===== config.mk =====
export PLATFORM = sky130hd
export DESIGN_NAME = imem_loader
export DESIGN_NICKNAME = d
export VERILOG_FILES = /design/src/rtl/imem_loader_pkg.sv /design/src/rtl/imem_loader_byte_packer.sv /design/src/rtl/imem_loader.sv
export SDC_FILE = /design/constraint.sdc
export NUM_CORES = 1
export LEC_CHECK = 0
export BUFFER_PORTS_ARGS = -buffer_cell sky130_fd_sc_hd__buf_2
export CORE_MARGIN = 1.5
export CORE_UTILIZATION = 40
export CTS_CLUSTER_DIAMETER = 100
export DETAILED_ROUTE_END_ITERATION = 8
export GPL_TIMING_DRIVEN = 0
export MAX_ROUTING_LAYER = met4
export PLACE_DENSITY = 0.72
export SLEW_MARGIN = 5
export SYNTH_ARGS = -nofsm -noshare
export SYNTH_HDL_FRONTEND = slang
export SYNTH_SLANG_ARGS = --single-unit
export TNS_END_PERCENT = 50

===== constraint.sdc =====
create_clock -name clk_i -period 4.04 [get_ports clk_i]
set_clock_uncertainty 0.2 [all_clocks]
set_input_delay 0.606 -clock clk_i [delete_from_list [all_inputs] [get_ports clk_i]]
set_output_delay 0.606 -clock clk_i [all_outputs]
set_load 0.005 [all_outputs]

===== src/rtl/imem_loader_pkg.sv =====
// Shared types and constants for the instruction-memory boot loader.
package imem_loader_pkg;

  typedef enum logic [2:0] {
    S_LEN_LO = 3'd0,
    S_LEN_HI = 3'd1,
    S_DATA   = 3'd2,
    S_WRITE  = 3'd3,
    S_CSUM   = 3'd4,
    S_RUN    = 3'd5,
    S_ERR    = 3'd6
  } loader_state_t;

  localparam int CSUM_W = 8;
  localparam int LANES  = 4;

endpackage


===== src/rtl/imem_loader_byte_packer.sv =====
// Packs a little-endian byte stream into 32-bit words; pulses word_valid
// for one cycle after the fourth lane has been filled.
module byte_packer
  import imem_loader_pkg::*;
(
  input  logic                 clk,
  input  logic                 rst,
  input  logic                 clr,
  input  logic                 load,
  input  logic [7:0]           byte_in,
  output logic [8*LANES-1:0]   word,
  output logic                 lane_last,
  output logic                 word_valid
);

  logic [1:0] lane;

  assign lane_last = (lane == 2'(LANES - 1));

  // The word register doubles as the memory write-data output, so it is reset too.
  always_ff @(posedge clk or posedge rst) begin
    if (rst) begin
      lane       <= '0;
      word       <= '0;
      word_valid <= 1'b0;
    end else begin
      word_valid <= 1'b0;
      if (clr) begin
        lane <= '0;
      end else if (load) begin
        word[{lane, 3'b000} +: 8] <= byte_in;
        lane                      <= lane + 2'd1;
        word_valid                <= lane_last;
      end
    end
  end

endmodule


===== src/rtl/imem_loader.sv =====
// Boot-time loader: receives a length/data/checksum frame, writes words into
// instruction memory and releases the fetch unit once the checksum matches.
module imem_loader
  import imem_loader_pkg::*;
#(
  parameter int unsigned DEPTH = 1024,
  parameter int unsigned LEN_W = 16
) (
  input  logic        clk_i,
  input  logic        rst_i,
  input  logic        rx_valid_i,
  input  logic [7:0]  rx_data_i,
  output logic        rx_ready_o,
  input  logic        reload_i,
  output logic        IWR_EN_o,
  output logic        IR_EN_o,
  output logic [31:0] address_o,
  output logic [31:0] DATA_o,
  output logic        PCrst_o,
  output logic        done_o,
  output logic        err_o
);

  loader_state_t     state;
  logic [7:0]        len_lo;
  logic [LEN_W-1:0]  n_len;
  logic [LEN_W-1:0]  n_rx;
  logic [LEN_W-1:0]  word_idx;
  logic [CSUM_W-1:0] csum;
  logic [31:0]       address_q;
  logic              rx_ready;
  logic              accept;
  logic              pack_clr;
  logic              pack_load;
  logic              lane_last;
  logic              word_valid;
  logic [31:0]       word;

  assign rx_ready  = (state == S_LEN_LO) || (state == S_LEN_HI) ||
                     (state == S_DATA)   || (state == S_CSUM);
  assign accept    = rx_valid_i && rx_ready;
  assign n_rx      = LEN_W'({rx_data_i, len_lo});
  assign pack_clr  = accept && (state == S_LEN_HI);
  assign pack_load = accept && (state == S_DATA);

  byte_packer u_packer (
    .clk        (clk_i),
    .rst        (rst_i),
    .clr        (pack_clr),
    .load       (pack_load),
    .byte_in    (rx_data_i),
    .word       (word),
    .lane_last  (lane_last),
    .word_valid (word_valid)
  );

  always_ff @(posedge clk_i or posedge rst_i) begin
    if (rst_i) begin
      state     <= S_LEN_LO;
      len_lo    <= '0;
      n_len     <= '0;
      word_idx  <= '0;
      csum      <= '0;
      address_q <= '0;
    end else begin
      case (state)
        S_LEN_LO: if (accept) begin
          len_lo <= rx_data_i;
          state  <= S_LEN_HI;
        end
        S_LEN_HI: if (accept) begin
          n_len    <= n_rx;
          word_idx <= '0;
          csum     <= '0;
          if (32'(n_rx) > DEPTH)   state <= S_ERR;
          else if (n_rx == '0)     state <= S_CSUM;
          else                     state <= S_DATA;
        end
        S_DATA: if (accept) begin
          csum <= csum + CSUM_W'(rx_data_i);
          // Latch the address as the last lane lands so it is valid throughout WRITE.
          if (lane_last) begin
            address_q <= 32'(word_idx) << 2;
            state     <= S_WRITE;
          end
        end
        S_WRITE: begin
          word_idx <= word_idx + LEN_W'(1);
          state    <= (word_idx + LEN_W'(1) == n_len) ? S_CSUM : S_DATA;
        end
        S_CSUM: if (accept) begin
          state <= (rx_data_i == 8'(csum)) ? S_RUN : S_ERR;
        end
        S_RUN, S_ERR: if (reload_i) state <= S_LEN_LO;
        default: state <= S_LEN_LO;
      endcase
    end
  end

  assign rx_ready_o = rx_ready;
  assign IWR_EN_o   = word_valid;
  assign IR_EN_o    = (state == S_RUN);
  assign done_o     = (state == S_RUN);
  assign PCrst_o    = (state != S_RUN);
  assign err_o      = (state == S_ERR);
  assign address_o  = address_q;
  assign DATA_o     = word;

endmodule


==> results.py, run 1 <==
metrics = {
    "routing": {
        "wl_um": 12200,
        "wl_met2_um": 6010,
        "drc": 0,
        "drt_pass1_iterations": 5,
        "vias": 4166,
        "viasPerCell": 5.16,
        "wl_met1_um": 5490,
        "wl_per_cell_um": 15.1,
        "drtIter0Drc": 270,
        "wl_met3_um": 527,
        "postRouteAntennaNets": 0,
        "top_layer_used": "met4",
    },
    "final_layout": {
        "multiInputGateArea_sq_mm": 0.00245,
        "final_area_sq_mm": 0.00617,
        "register_area_sq_mm": 0.00255,
        "fillCellCount": 1208,
        "area_growth_pct": 17.6,
        "diodes": 0,
        "drive_above_1_share_pct": 24.8,
        "nNetsFinal": 658,
        "fin_util_pct": 48.5,
    },
    "min_path": {
        "hp-class": "input port to async pin",
    },
    "synth": {
        "yosysMostFrequentCell": "dfrtp_1",
        "synth_top_area_cell": "dfrtp_1",
        "yosysSeqAreaShare_pct": 48.7,
        "synth_area_leaders": "dfrtp_1 (49%), mux2_2 (7.9%), nand2_1 (7.2%), o21ai_0 (6.3%), ha_1 (3.3%)",
        "netlist.area_leader.share_pct": 48.7,
        "yosys_warnings": 0,
        "synth_common_cells": "dfrtp_1 (102), nand2_1 (101), o21ai_0 (66)",
        "synth_edf_count": 0,
        "ys_ff_latch": 102,
        "avgSynthCellArea_sq_um": 9.71,
        "ys.flop_type": "dfrtp_1",
        "syn_area_sq_mm": 0.00524,
        "async_reset_ff_share_pct": 100,
        "syn_inst": 540,
        "synth_cell_type_count": 50,
    },
    "worst_setup_path": {
        "reg2regPathDepth": 7,
        "reg2reg_to": "state[1]$_DFFE_PP0P_",
        "r2r_slack_ps": 1260,
        "path_class": "register to register",
        "cp.required_ps": 4060,
        "worst_setup_path_start_kind": "register",
        "r2r-start": "word_idx[0]$_DFFE_PP0P_",
        "end_kind": "register",
        "cp_max_fo": 8,
        "worstPathArrival_ps": 2800,
    },
    "placement": {
        "place_worst_setup_slack_ps": 1260,
        "io_buffers": 64,
        "dp_hpwl_um": 8700,
        "place_area_sq_mm": 0.00587,
        "gp_congestion": 0.896,
    },
    "power": {
        "p_clk_share_pct": 19.7,
        "switchingPower_mw": 1.69,
        "swShare_pct": 38.7,
        "power_density_mw_per_mm2": 710,
        "p_leak_nw": 2.94,
        "power.internal_mw": 2.69,
        "power_mw": 4.38,
        "ir_drop_mv": 0.301,
        "p_seq_share_pct": 39.9,
        "share_comb_of_total_power_pct": 40.4,
    },
    "timing": {
        "fin_ws_ps": 1260,
        "post-route-min-period_ps": 2780,
        "fmax_mhz": 360,
        "slew_viol_final": 0,
        "period_share_pct": 68.8,
        "relSlewSlack_pct": 38.1,
        "rsz0062_at_grt": "no",
        "finalSetupViolations": 0,
        "hold_viol_final": 0,
        "tightest_slew_ps": 927,
    },
    "die": {
        "dieArea_sq_mm": 0.0138,
        "start_util_pct": 41.2,
        "num_rows": 41,
        "die_w_um": 117,
        "core_area_sq_mm": 0.0127,
        "die_h_um": 117,
        "top_level_ports": 82,
    },
    "cts": {
        "post_cts_buffers": 0,
        "clk_latency_ps": 350,
        "path_clk_slew_ps": 70,
        "cts_buffers": 9,
        "holdBufCountCts": 0,
        "root_buffer": "clkbuf_16",
        "cts_sinks": 102,
        "cts_resized": 0,
        "h-tree-depth": 3,
        "cts.path.max_buffers": 2,
        "cts_tree": "yes",
    },
    "grt": {
        "grt_pass1_vias": 4013,
        "grt_overflow": 0,
        "grt_max_degree": 72,
        "track_usage_pct": 18.5,
        "antenna_found_initial": 0,
        "grt_pass1_wl_um": 20000,
    },
    "status": {
        "outcome": "completed",
    },
    "run": {
        "maxCapViolCount": 0,
    },
}
## power by group through the flow
| stage | Sequential [mW] | Combinational, mW | Clock (mW) |
|---|---|---|---|
| after floorplan | 1.71 | 1.20 | 0 |
| after global placement | 1.74 | 1.70 | 0 |
| after detailed placement | 1.76 | 1.78 | 0 |
| after CTS | 1.75 | 1.78 | 0.885 |
| after global routing | 1.80 | 1.98 | 0.928 |
| final | 1.75 | 1.77 | 0.864 |
## worst max-delay path by stage
| stage | from | to | slack, ps | cells past startpoint |
|---|---|---|---|---|
| 2_1_floorplan | rst_i | address_o[10]$_DFFE_PP0P_ | 560 | 1 |
| 3_3_place_gp | rst_i | u_packer.word[14]$_DFFE_PP0P_ | -500 | 2 |
| 3_5_place_dp | word_idx[0]$_DFFE_PP0P_ | state[1]$_DFFE_PP0P_ | 1260 | 7 |
| 4_1_cts | word_idx[0]$_DFFE_PP0P_ | state[1]$_DFFE_PP0P_ | 1250 | 7 |
| 5_1_grt | word_idx[0]$_DFFE_PP0P_ | state[2]$_DFFE_PP0P_ | 1010 | 7 |
| 6_report | word_idx[0]$_DFFE_PP0P_ | state[1]$_DFFE_PP0P_ | 1260 | 7 |
## cell type report
| class | count | area share [%] |
|---|---|---|
| inverters | 14 | 0.893 |
| well taps | 172 | 3.49 |
| clock inverters | 7 | 1.24 |
| clock buffers | 9 | 3.65 |
| repair buffers | 65 | 5.64 |
| plain buffers | 42 | 3.92 |
| flip-flops and latches | 102 | 41.4 |
| multi-input cells | 397 | 39.8 |
## registers in the layout (all words and copies together) (netlist names)
name,cells
u_packer.word,32
address_o,16
n_len,16
word_idx,16
csum,8
len_lo,8
state,3
u_packer.lane,2
u_packer.word_valid,1
## metal layers
| layer | up-vias | GRT usage, % |
|---|---|---|
| met5 | - | - |
| met3 | 15 | 3.88 |
| met4 | 0 | 4.57 |
| li1 | 2021 | - |
| met1 | 2032 | 23.6 |
| met2 | 98 | 30.4 |
## through the flow
step	std cells	hold WS, ps	TNS [ps]
after global placement	791	256	-50520
after CTS	808	66.4	0
after floorplan	555	254	0
after detailed placement	792	275	0
after global routing	808	94.7	0
final	808	57.9	0
## cells by family (layout without fill, tap and decap cells)
| family | count (synthesis) | in the layout | share of synthesized area (%) |
|---|---|---|---|
| buffers and inverters | 56 | 137 | 5.61 |
| flip-flops | 102 | 102 | 48.7 |
| other | 1 | 16 | 0.0715 |
| AO/OA/AOI/OAI | 107 | 107 | 12.0 |
| multiplexers | 39 | 39 | 8.33 |
| AND/OR/NAND/NOR | 192 | 192 | 17.0 |
| XOR/XNOR | 28 | 28 | 4.68 |
| adder cells (fa/ha/maj) | 15 | 15 | 3.72 |
## placed cells by master (no fill, tap or decap), drive strengths merged, types with 7 or more instances in the layout
| cell type | n |
|---|---|
| xor2 | 11 |
| conb | 16 |
| buf | 99 |
| nand4 | 9 |
| o21ai | 68 |
| clkbuf | 17 |
| nor3 | 12 |
| a21oi | 11 |
| mux2 | 37 |
| nand3 | 7 |
| ha | 14 |
| dfrtp | 102 |
| inv | 17 |
| nand2 | 101 |
| nor2 | 30 |
| xnor2 | 17 |
## worst max-delay path, stage by stage (launching register included)
cell     delay [ps]
dfrtp_1         490
ha_1            320
nand3_1         230
nor4_1          600
xnor2_1         180
nand4_1         120
nor4_2          410
o21ai_1         100
No activity file was read; power rests on OpenSTA's default activity.
==> run 2: changes to the inputs <==
- PLACE_DENSITY: 0.72 -> 0.74
- clock period: 4.04 -> 2.5 ns (I/O delays scaled with it)
==> run 2 against run 1 <==
Against the previous run: sequential cell count did not move; core utilization rose by 1.6 points; fmax rose by 15%; worst setup slack got worse by 1200 ps; register-to-register slack got worse by 1200 ps; highest routed layer unchanged; global-route usage rose by 0.87 points; worst hold slack improved by 120 ps; critical path depth rose by 1.
==> results.py, run 2 (same netlist as run 1, synthesis figures left out) <==
metrics = {
    "status": {
        "outcome": "completed",
    },
    "grt": {
        "grt_pass1_vias": 4156,
        "grt_pass1_wl_um": 21000,
        "track_usage_pct": 19.4,
        "grt_max_degree": 32,
        "grt_overflow": 0,
        "antenna_found_initial": 0,
    },
    "timing": {
        "hold_viol_final": 0,
        "tightest_slew_ps": 887,
        "finalSetupViolations": 0,
        "relSlewSlack_pct": 40.7,
        "slew_viol_final": 0,
        "fmax_mhz": 415,
        "period_share_pct": 96.3,
        "rsz0062_at_grt": "yes",
        "post-route-min-period_ps": 2410,
    },
    "cts": {
        "cts_sinks": 102,
        "path_clk_slew_ps": 70,
        "h-tree-depth": 3,
        "cts.path.max_buffers": 2,
        "cts_tree": "yes",
        "cts_buffers": 9,
        "root_buffer": "clkbuf_16",
        "clk_latency_ps": 350,
    },
    "final_layout": {
        "fin_util_pct": 50.1,
        "area_growth_pct": 21.5,
        "nNetsFinal": 665,
        "top_register": "u_packer.word",
        "mostFrequentLayoutCell": "nand2_1",
        "layout_common_cells": "nand2_1 (101), dfrtp_1 (100), buf_2 (80)",
        "drive_above_1_share_pct": 27.4,
        "final_area_sq_mm": 0.00637,
        "largest_reg_flops": 32,
        "diodes": 0,
    },
    "placement": {
        "io_buffers": 64,
        "place_area_sq_mm": 0.00591,
        "gp_congestion": 0.886,
        "dp_hpwl_um": 8930,
    },
    "min_path": {
        "hp-class": "input port to register",
    },
    "routing": {
        "wl_per_cell_um": 15.7,
        "postRouteAntennaNets": 0,
        "wl_met2_um": 6290,
        "drc": 0,
        "drt_pass1_iterations": 5,
        "viasPerCell": 5.31,
        "top_layer_used": "met4",
        "wl_met3_um": 780,
        "vias": 4326,
        "drtIter0Drc": 286,
        "wl_met1_um": 5400,
        "wl_um": 12800,
    },
    "power": {
        "ir_drop_mv": 0.528,
        "power_density_mw_per_mm2": 1160,
        "power_mw": 7.38,
        "p_leak_nw": 3.03,
    },
    "worst_setup_path": {
        "cpMostUsedCell": "buf_2",
        "path_buf_inv": 3,
        "end_kind": "register",
        "path_class": "register to register",
        "slowest_delay_ps": 360,
        "worst_setup_path_start_kind": "register",
        "worstPathArrival_ps": 2450,
        "cp.required_ps": 2540,
        "slowest_stage": "nor2_2",
        "cp_max_fo": 10,
        "path_cells": "buf_2 > and2_0 > and2_1 > buf_2 > nor2_2 > buf_2 > o21ai_0 > o31ai_1",
        "cpLargestDelayFamily": "simple AND/OR/NAND/NOR gates",
    },
    "run": {
        "maxCapViolCount": 0,
    },
    "die": {
        "core_area_sq_mm": 0.0127,
        "start_util_pct": 41.2,
        "die_h_um": 117,
        "die_w_um": 117,
        "top_level_ports": 82,
        "num_rows": 41,
        "dieArea_sq_mm": 0.0138,
    },
}
run 2: worst paths after layout:
| kind | start | end | slack (ps) | cells after the start |
|---|---|---|---|---|
| setup / recovery | state[1]$_DFFE_PP0P_ | word_idx[11]$_DFFE_PP0P_ | 90 | 8 |
| hold / removal | rx_data_i[5] | u_packer.word[13]$_DFFE_PP0P_ | 170 | 3 |
| setup reg to reg | state[1]$_DFFE_PP0P_ | word_idx[11]$_DFFE_PP0P_ | 90 | 8 |
| hold reg to reg | address_o[7]$_DFFE_PP0P_ | address_o[7]$_DFFE_PP0P_ | 270 | 2 |
| max in group asynchronous | rst_i | len_lo[7]$_DFFE_PP0P_ | 670 | 6 |
| min in group asynchronous | rst_i | u_packer.word_valid$_DFF_PP0_ | 480 | 3 |
run 2: metrics by stage:
stage | hold WS (ps) | worst slack (ps) | setup TNS (ps) | std cells
2_1_floorplan | 254 | 208 | 0 | 555
3_3_place_gp | 256 | -209 | -409 | 791
3_5_place_dp | 266 | -234 | -480 | 794
4_1_cts | 171 | 18.4 | 0 | 812
5_1_grt | 181 | -124 | -962 | 815
6_report | 175 | 92.9 | 0 | 815
run 2: per-layer routing:
metal,GRT usage (%),vias up
li1,-,2029
met1,24.3,2094
met2,31.5,175
met3,4.02,28
met4,6.71,0
met5,-,-
run 2: worst reg2reg max path, delay by kind of cell (launching register included):
family,cells,cell delay [ps]
AOI/OAI and AO/OA,2,220
and+or+nand+nor,3,850
buffers and inverters,3,670
DFF,1,350
run 2: area by class of cell:
cell class	instances	area [sq um]
Inverter	14	56.3
Buffer	42	241
Tap cell	172	215
Clock inverter	5	81.3
Timing Repair Buffer	72	428
Sequential cell	102	2550
Fill cell	1176	6350
Multi-Input combinational cell	397	2550
Clock buffer	11	243
run 2: what timing repair did:
item / in CTS / in global routing
pin swaps: 1 / 2
hold endpoints to repair: 30 / 0
hold buffers: 1 / 0
setup buffers: 1 / 3
endpoints found under the setup margin: 3 / 22
cloned: 0 / 0
gates resized for setup: 8 / 10
run 2: power by group:
group / total, mW / switching (mW) / internal (mW) / leakage [nW]
sequential: 2.83 / 0.494 / 2.33 / 1.34
combinational: 3.04 / 1.66 / 1.38 / 1.54
clock: 1.52 / 0.610 / 0.907 / 0.156
total: 7.38 / 2.76 / 4.62 / 3.03
